## config.mk

```make
export PLATFORM = sky130hd
export DESIGN_NAME = eq2_sweeper
export DESIGN_NICKNAME = d
export VERILOG_FILES = /design/src/rtl/eq2_sweeper.sv
export SDC_FILE = /design/constraint.sdc
export NUM_CORES = 1
export LEC_CHECK = 0
export BUFFER_PORTS_ARGS = -buffer_cell sky130_fd_sc_hd__buf_2
export CAP_MARGIN = 10
export CORE_UTILIZATION = 30
export CTS_BUF_LIST = sky130_fd_sc_hd__clkbuf_16
export DETAILED_ROUTE_END_ITERATION = 10
export PLACE_DENSITY = 0.45
export SLEW_MARGIN = 10
export SYNTH_ARGS = -nofsm -noshare
export SYNTH_HDL_FRONTEND = slang
export SYNTH_SLANG_ARGS = --single-unit
```

## constraint.sdc

```tcl
create_clock -name clk -period 2.8 [get_ports clk]
set_input_delay 0.42 -clock clk [delete_from_list [all_inputs] [get_ports clk]]
set_output_delay 0.42 -clock clk [all_outputs]
set_load 0.03 [all_outputs]
```

## src/rtl/eq2_sweeper.sv

```systemverilog
// Self-test driver for the 2-bit equality comparator: sweeps every operand pair,
// waits a settle time, samples eq_in and accumulates match/error results.
module eq2_sweeper #(
  parameter int WIDTH  = 2,
  parameter int SETTLE = 2
) (
  input  logic                 clk,
  input  logic                 rst,
  input  logic                 start,
  input  logic                 eq_in,
  output logic [WIDTH-1:0]     a_out,
  output logic [WIDTH-1:0]     b_out,
  output logic                 busy,
  output logic                 done,
  output logic                 pass,
  output logic [2*WIDTH:0]     match_count,
  output logic [2*WIDTH:0]     err_count,
  output logic [2*WIDTH-1:0]   first_err_idx,
  output logic                 first_err_valid
);

  localparam int IW = 2 * WIDTH;
  localparam int CW = IW + 1;
  localparam logic [3:0] SETTLE_LAST = 4'(SETTLE - 1);

  typedef enum logic [1:0] {
    S_IDLE,
    S_SETTLE,
    S_SAMPLE,
    S_DONE
  } state_t;

  state_t          r_state;
  logic [IW-1:0]   r_idx;
  logic [3:0]      r_settleCnt;
  logic            r_busy;
  logic            r_done;
  logic            r_pass;
  logic [CW-1:0]   r_matchCount;
  logic [CW-1:0]   r_errCount;
  logic [IW-1:0]   r_firstErrIdx;
  logic            r_firstErrValid;

  logic            w_expected;
  logic            w_mismatch;
  logic            w_lastVec;
  logic [CW-1:0]   w_matchNext;
  logic [CW-1:0]   w_errNext;

  // Expected result comes from the operands currently presented to the comparator.
  assign w_expected  = (r_idx[IW-1:WIDTH] == r_idx[WIDTH-1:0]);
  assign w_mismatch  = (eq_in != w_expected);
  assign w_lastVec   = &r_idx;
  assign w_matchNext = r_matchCount + CW'(eq_in);
  assign w_errNext   = r_errCount + CW'(w_mismatch);

  always_ff @(posedge clk or posedge rst) begin
    if (rst) begin
      r_state         <= S_IDLE;
      r_idx           <= '0;
      r_settleCnt     <= '0;
      r_busy          <= 1'b0;
      r_done          <= 1'b0;
      r_pass          <= 1'b0;
      r_matchCount    <= '0;
      r_errCount      <= '0;
      r_firstErrIdx   <= '0;
      r_firstErrValid <= 1'b0;
    end else begin
      case (r_state)
        S_IDLE, S_DONE: begin
          if (start) begin
            r_state         <= S_SETTLE;
            r_idx           <= '0;
            r_settleCnt     <= '0;
            r_busy          <= 1'b1;
            r_done          <= 1'b0;
            r_pass          <= 1'b0;
            r_matchCount    <= '0;
            r_errCount      <= '0;
            r_firstErrIdx   <= '0;
            r_firstErrValid <= 1'b0;
          end
        end
        S_SETTLE: begin
          if (r_settleCnt == SETTLE_LAST) begin
            r_state <= S_SAMPLE;
          end else begin
            r_settleCnt <= r_settleCnt + 4'd1;
          end
        end
        S_SAMPLE: begin
          r_matchCount <= w_matchNext;
          r_errCount   <= w_errNext;
          if (w_mismatch && !r_firstErrValid) begin
            r_firstErrIdx   <= r_idx;
            r_firstErrValid <= 1'b1;
          end
          // Final counts must be visible on the same edge done rises.
          if (w_lastVec) begin
            r_state <= S_DONE;
            r_busy  <= 1'b0;
            r_done  <= 1'b1;
            r_pass  <= (w_errNext == '0);
          end else begin
            r_state     <= S_SETTLE;
            r_idx       <= r_idx + IW'(1);
            r_settleCnt <= '0;
          end
        end
        default: r_state <= S_IDLE;
      endcase
    end
  end

  assign a_out           = r_idx[IW-1:WIDTH];
  assign b_out           = r_idx[WIDTH-1:0];
  assign busy            = r_busy;
  assign done            = r_done;
  assign pass            = r_pass;
  assign match_count     = r_matchCount;
  assign err_count       = r_errCount;
  assign first_err_idx   = r_firstErrIdx;
  assign first_err_valid = r_firstErrValid;

endmodule

```

# ---- Word-level counts from Yosys, hierarchy flattened
# Index checks and enable logic that the tools add are counted.
dict set report word_totals {
  wordCells 64
  regBits 28
  input_bits 4
  out_inout_bits 22
}
dict set report classes {
  n_addsub 4
  muxes 25
  n_eq_ne 12
  reduce_logical 13
}
# op count
set op_table {}
lappend op_table {{4-bit 2-to-1 mux} 5}
lappend op_table {{5-bit case mux with 2 select lines} 2}
lappend op_table {{4-bit case mux with 2 select lines} 2}
lappend op_table {{2-bit inequality test, second input constant} 6}
lappend op_table {{4-bit case mux with 3 select lines} 1}
lappend op_table {{3-bit AND reduction} 4}
lappend op_table {{5-bit by 1-bit adder with 5-bit output} 2}
lappend op_table {{4-bit by 1-bit adder with 4-bit output, second input constant} 2}
lappend op_table {{1-bit case mux with 2 select lines} 4}
lappend op_table {{1-bit 2-to-1 mux} 6}
lappend op_table {{2-bit 2-to-1 mux} 3}
lappend op_table {{2-bit case mux with 3 select lines} 1}
lappend op_table {{5-bit logical NOT} 1}
lappend op_table {{5-bit 2-to-1 mux} 1}
lappend op_table {{2-bit equality test, second input constant} 2}
lappend op_table {{4-bit by 1-bit equality test with 1-bit output, second input constant} 1}
lappend op_table {{2-bit AND reduction} 2}
lappend op_table {{4-bit AND reduction} 1}
lappend op_table {{2-bit by 1-bit equality test with 1-bit output, second input constant} 1}
lappend op_table {{2-bit equality test} 1}
lappend op_table {{2-bit logical NOT} 1}
lappend op_table {{2-bit nonzero test} 1}
lappend op_table {{2-bit OR reduction} 1}
lappend op_table {{1-bit logical AND} 1}
lappend op_table {{2 further kinds} 2}

# ---- Depth between registers and ports, before layout
dict set report depth {
  depth_word 6
  depth_mapped 10
}

# ---- Worst setup path before layout
# No wires, ideal clock.
dict set report synth_timing {
  kind {register -> register}
  start {register r_idx[1]}
  end {register r_pass (netlist: pass)}
  arrival_ns 2.105
  path_slack_ns 0.613
  period_less_slack_ns 2.187
  t_required_ns 2.718
  setup_time_ns 0.082
  stages_incl_launch_ff 11
  n_path_buf 1
  path_cell_list {dfrtp_1 > buf_6 > xor2_1 > nor2_2 > xor2_1 > ha_1 > ha_1 > xor2_1 > nor3_1 > nand4_1 > o22ai_1}
}
dict set report synth_via {
  elab_chain_len 6
  elab_cells_between_ends 9
  cone_classes {1 x add/sub; 3 x eq/ne; 2 x mux; 3 x reduce/logical}
}
# item line_no
set synth_lines {}
lappend synth_lines {{from (decl)} 34} ;# logic [IW-1:0] r_idx;
lappend synth_lines {{from (signal assigned)} 107} ;# r_idx <= r_idx + IW'(1);
lappend synth_lines {{2-bit equality test} 51} ;# assign w_expected = (r_idx[IW-1:WIDTH] == r_idx[WIDTH-1:0]);
lappend synth_lines {{1-bit inequality test} 52} ;# assign w_mismatch = (eq_in != w_expected);
lappend synth_lines {{5-bit by 1-bit adder with 5-bit output} 55} ;# assign w_errNext = r_errCount + CW'(w_mismatch);
lappend synth_lines {{5-bit logical NOT} 104} ;# r_pass <= (w_errNext == '0);
lappend synth_lines {{1-bit 2-to-1 mux} 100} ;# if (w_lastVec) begin
lappend synth_lines {{1-bit case mux with 2 select lines} 70} ;# case (r_state)
lappend synth_lines {{to (signal assigned)} 104}
lappend synth_lines {{to (decl)} 38} ;# logic r_pass;
# Several ways; a longest one is shown, not always the timed one. The select of a mux whose other input is x is not followed.
# A chain may end at the register's enable or synchronous reset.

# ---- Worst setup path in the final report
dict set report layout_timing {
  start {register r_idx[3]}
  end {register r_pass (netlist: pass)}
}
# Same word-level chain as after synthesis.

==> results.md <==
* Count of nets left with antenna violations after detail routing at 0
* Worst min-delay path class: input pin to async pin
* Worst Reg-to-Reg Cells at 9
* Setup_tns at 0 ns
* Clock tree from TritonCTS: done
* Beginning of the worst register-to-register path: r_idx[3]
* Power per cell area at 900 mW/mm^2
* Dominant cell type by area after synthesis: dfrtp_1
* Predominant post-synthesis flop cell: dfrtp_1
* Share of layout cells above drive strength 1 at 0.192
* Total clock sinks at 28
* Finish-stage setup viols at 0
* Element type at the critical path start: flop
* Category of the worst setup path capture point: flop
* Detailed-route wire length at 3.88 mm
* Top-level port count at 26
* Max Root-Sink Buffers at 2
* Sequential area share after synthesis at 0.426
* Count of filler cells inserted in the layout at around 560
* Mapped Cells at 178
* Highest achievable clock rate at 456 MHz
* Actual transition at the worst max-transition pin at 0.482 ns
* CTS H-tree depth at 1
* Tightest slew margin relative to the limit at 0.678
* Global-route wire length before repair at 6.62 mm
* Crit Path Class: flop to flop
* Final cell utilization of the core at 0.369
* Area of placed instances at 0.00184 mm^2
* Vias per cell at 5.08
* Number of buffers added on ports at 25
* Count of flip-flops with a built-in enable after synthesis at 0
* Signed area change from the synthesized netlist to the final layout at 16.8%
* Overall power after layout at 1.73 mW
* Drt first pass iters at 5
* Via count at ~1400
* Setup Skew at approximately 0.0025 ns
* Number of maximum-capacitance constraint violations at 0
* Most common library cells after synthesis: dfrtp_1, nand2_1, nor2_1, o21ai_0, nand3_1
* GR Overflow Total at 0
* Number of buffers added for setup after CTS at 0
* Maximum fanout along the worst path at 8
* Synthesized area at 0.00165 mm^2
* Routability-driven placement congestion ratio at 0.852
* Final worst path period share at 0.784
* Die X-Extent at ~76 um
* Final max-slew violation count at 0
* Cts bufs inserted at 3
* Fraction of synthesis flops using an asynchronous set or reset pin at 1.00
* Worst VDD drop at 0.406 mV
* Number of remaining DRC errors at 0
* Nets at 218
* Endpoint required time on the critical path at ~3 ns
* HPWL after detailed placement at about 2.8 mm
* Number of DRC markers in iteration 0 at 62
* Post-synth net total at 192
* Warning count from the yosys run at 0
* Initial cell density of the core at 0.316
* CTS root buffer: clkbuf_16
* Pre-CTS WS at 0.633 ns
* Count of distinct cell types in the synthesized netlist at 33
* Capture point of the worst reg-to-reg path: pass
* Die Ht at 76.1 um
* Final antenna diode count at 0
* Antenna violations before repair at 0
* Synth top area share at 0.426
* Std-Cell Core Area at 0.00520 mm^2
* Number of synthesized register bits at 28
* Final worst path period need at about 2.2 ns
* Design Area, Final at 0.00192 mm^2
* Data arrival, critical path at 2.38 ns
* Worst skew pair latency at 0.26 ns
* Post_cts resized at 0
* Largest net degree at the start of global routing at 29
* Overall global routing resource usage at 0.139
* Hold-fix buffers, CTS at 0
* Leak pwr at roughly 0.94 nW
* Final number of hold-violating endpoints at 0
* Via count of the first global-routing pass at 1347
* Slack of the critical path at around 0.61 ns
* Outcome: finished, final reports clean
* Most repeated cell in the gate-level netlist after synthesis: dfrtp_1
* Worst reg2reg setup slack at 0.61 ns
* WL/cell at around 14 um
* Register clock-pin slew on the reported worst setup and hold paths at approximately 0.07 ns
* Leading post-synthesis cells by cell area: dfrtp_1, ha_1, nand2_1
* Unrepaired setup endpoints after global routing: no
* Post-Synthesis Mean Instance Area at 9.24 um^2
* Number of cell rows at 26
* Floorplan die area at 0.00578 mm^2
==> registers in the layout (all words and copies together) (netlist names), 2 cells and up <==
register	count
err_count	5
first_err_idx	4
match_count	5
r_idx	4
r_settleCnt	4
r_state	2
==> cells in the final DEF (no fill, tap or decap) <==
master and instances:
and2_0 1, nand2_1 22, mux2i_4 1, mux2_4 3
a21oi_1 8, and3_2 1, a211oi_1 1, and2b_1 1
a31oi_1 3, nor3_1 2, xnor2_1 2, o22ai_1 6
nor2_2 1, nor2b_1 3, inv_1 7, clkbuf_16 3
a22oi_1 1, clkinv_1 1, o211ai_1 4, a22o_1 8
nand3b_1 1, xor2_1 8, and2_1 1, and3_1 1
dfrtp_1 28, nand2b_1 3, nor2_1 14, ha_1 10
buf_4 5, o21ai_0 14, nand3_1 11, nand4_1 3
buf_2 25
==> worst max path at each step <==
stage,startpoint,to,slack (ns),cells after the start
after floorplan,r_idx[1],pass,0.61,10
after global placement,r_idx[1],pass,0.69,9
after detailed placement,r_idx[3],pass,0.63,9
after CTS,r_idx[3],pass,0.59,9
after global routing,r_idx[1],pass,0.38,9
final,r_idx[3],pass,0.61,9
==> stage by stage <==
stage          std cells  hold slack, ns
2_1_floorplan        178           0.485
3_3_place_gp         269           0.504
3_5_place_dp         269           0.516
4_1_cts              273           0.235
5_1_grt              273           0.264
6_report             273           0.216
==> power by group <==
| part | switching, mW | internal (mW) | total [mW] |
|---|---|---|---|
| combinational | 0.549 | 0.303 | 0.852 |
| sequential | 0.0774 | 0.469 | 0.547 |
| clock | 0.140 | 0.192 | 0.332 |
| total | 0.767 | 0.964 | 1.73 |
==> layer usage <==
layer	GRT usage	routed length [um]	up-vias
met3	0.0263	197	4
li1	-	-	683
met4	0.0346	45	0
met5	0	0	-
met1	0.197	1890	664
met2	0.219	1750	35
==> area by class of cell <==
type | instances | area (um^2) | area share
Clock buffer | 3 | 75.1 | 0.0391
Clock inverter | 1 | 3.75 | 0.00195
Inverter | 7 | 26.3 | 0.0137
Multi-Input combinational cell | 134 | 866 | 0.451
Sequential cell | 28 | 701 | 0.365
Tap cell | 70 | 87.6 | 0.0456
Timing Repair Buffer | 30 | 163 | 0.0846
==> critical path: stages, from the launching register on <==
cell	delay (ns)
dfrtp_1	0.47
xor2_1	0.21
nor2_2	0.23
xor2_1	0.21
ha_1	0.19
ha_1	0.26
xor2_1	0.09
nor3_1	0.13
nand4_1	0.11
o22ai_1	0.19
==> cells by family (layout without fill, tap and decap cells) <==
| family | Yosys count | count (layout) | synth area share |
|---|---|---|---|
| simple gates | 65 | 65 | 0.185 |
| compound gates | 45 | 45 | 0.171 |
| flops | 28 | 28 | 0.426 |
| buf+inv | 16 | 41 | 0.0479 |
| fa+ha+maj | 10 | 10 | 0.0760 |
| xor+xnor | 10 | 10 | 0.0532 |
| mux | 4 | 4 | 0.0411 |
Note: power is estimated with default switching activity, not from simulation.
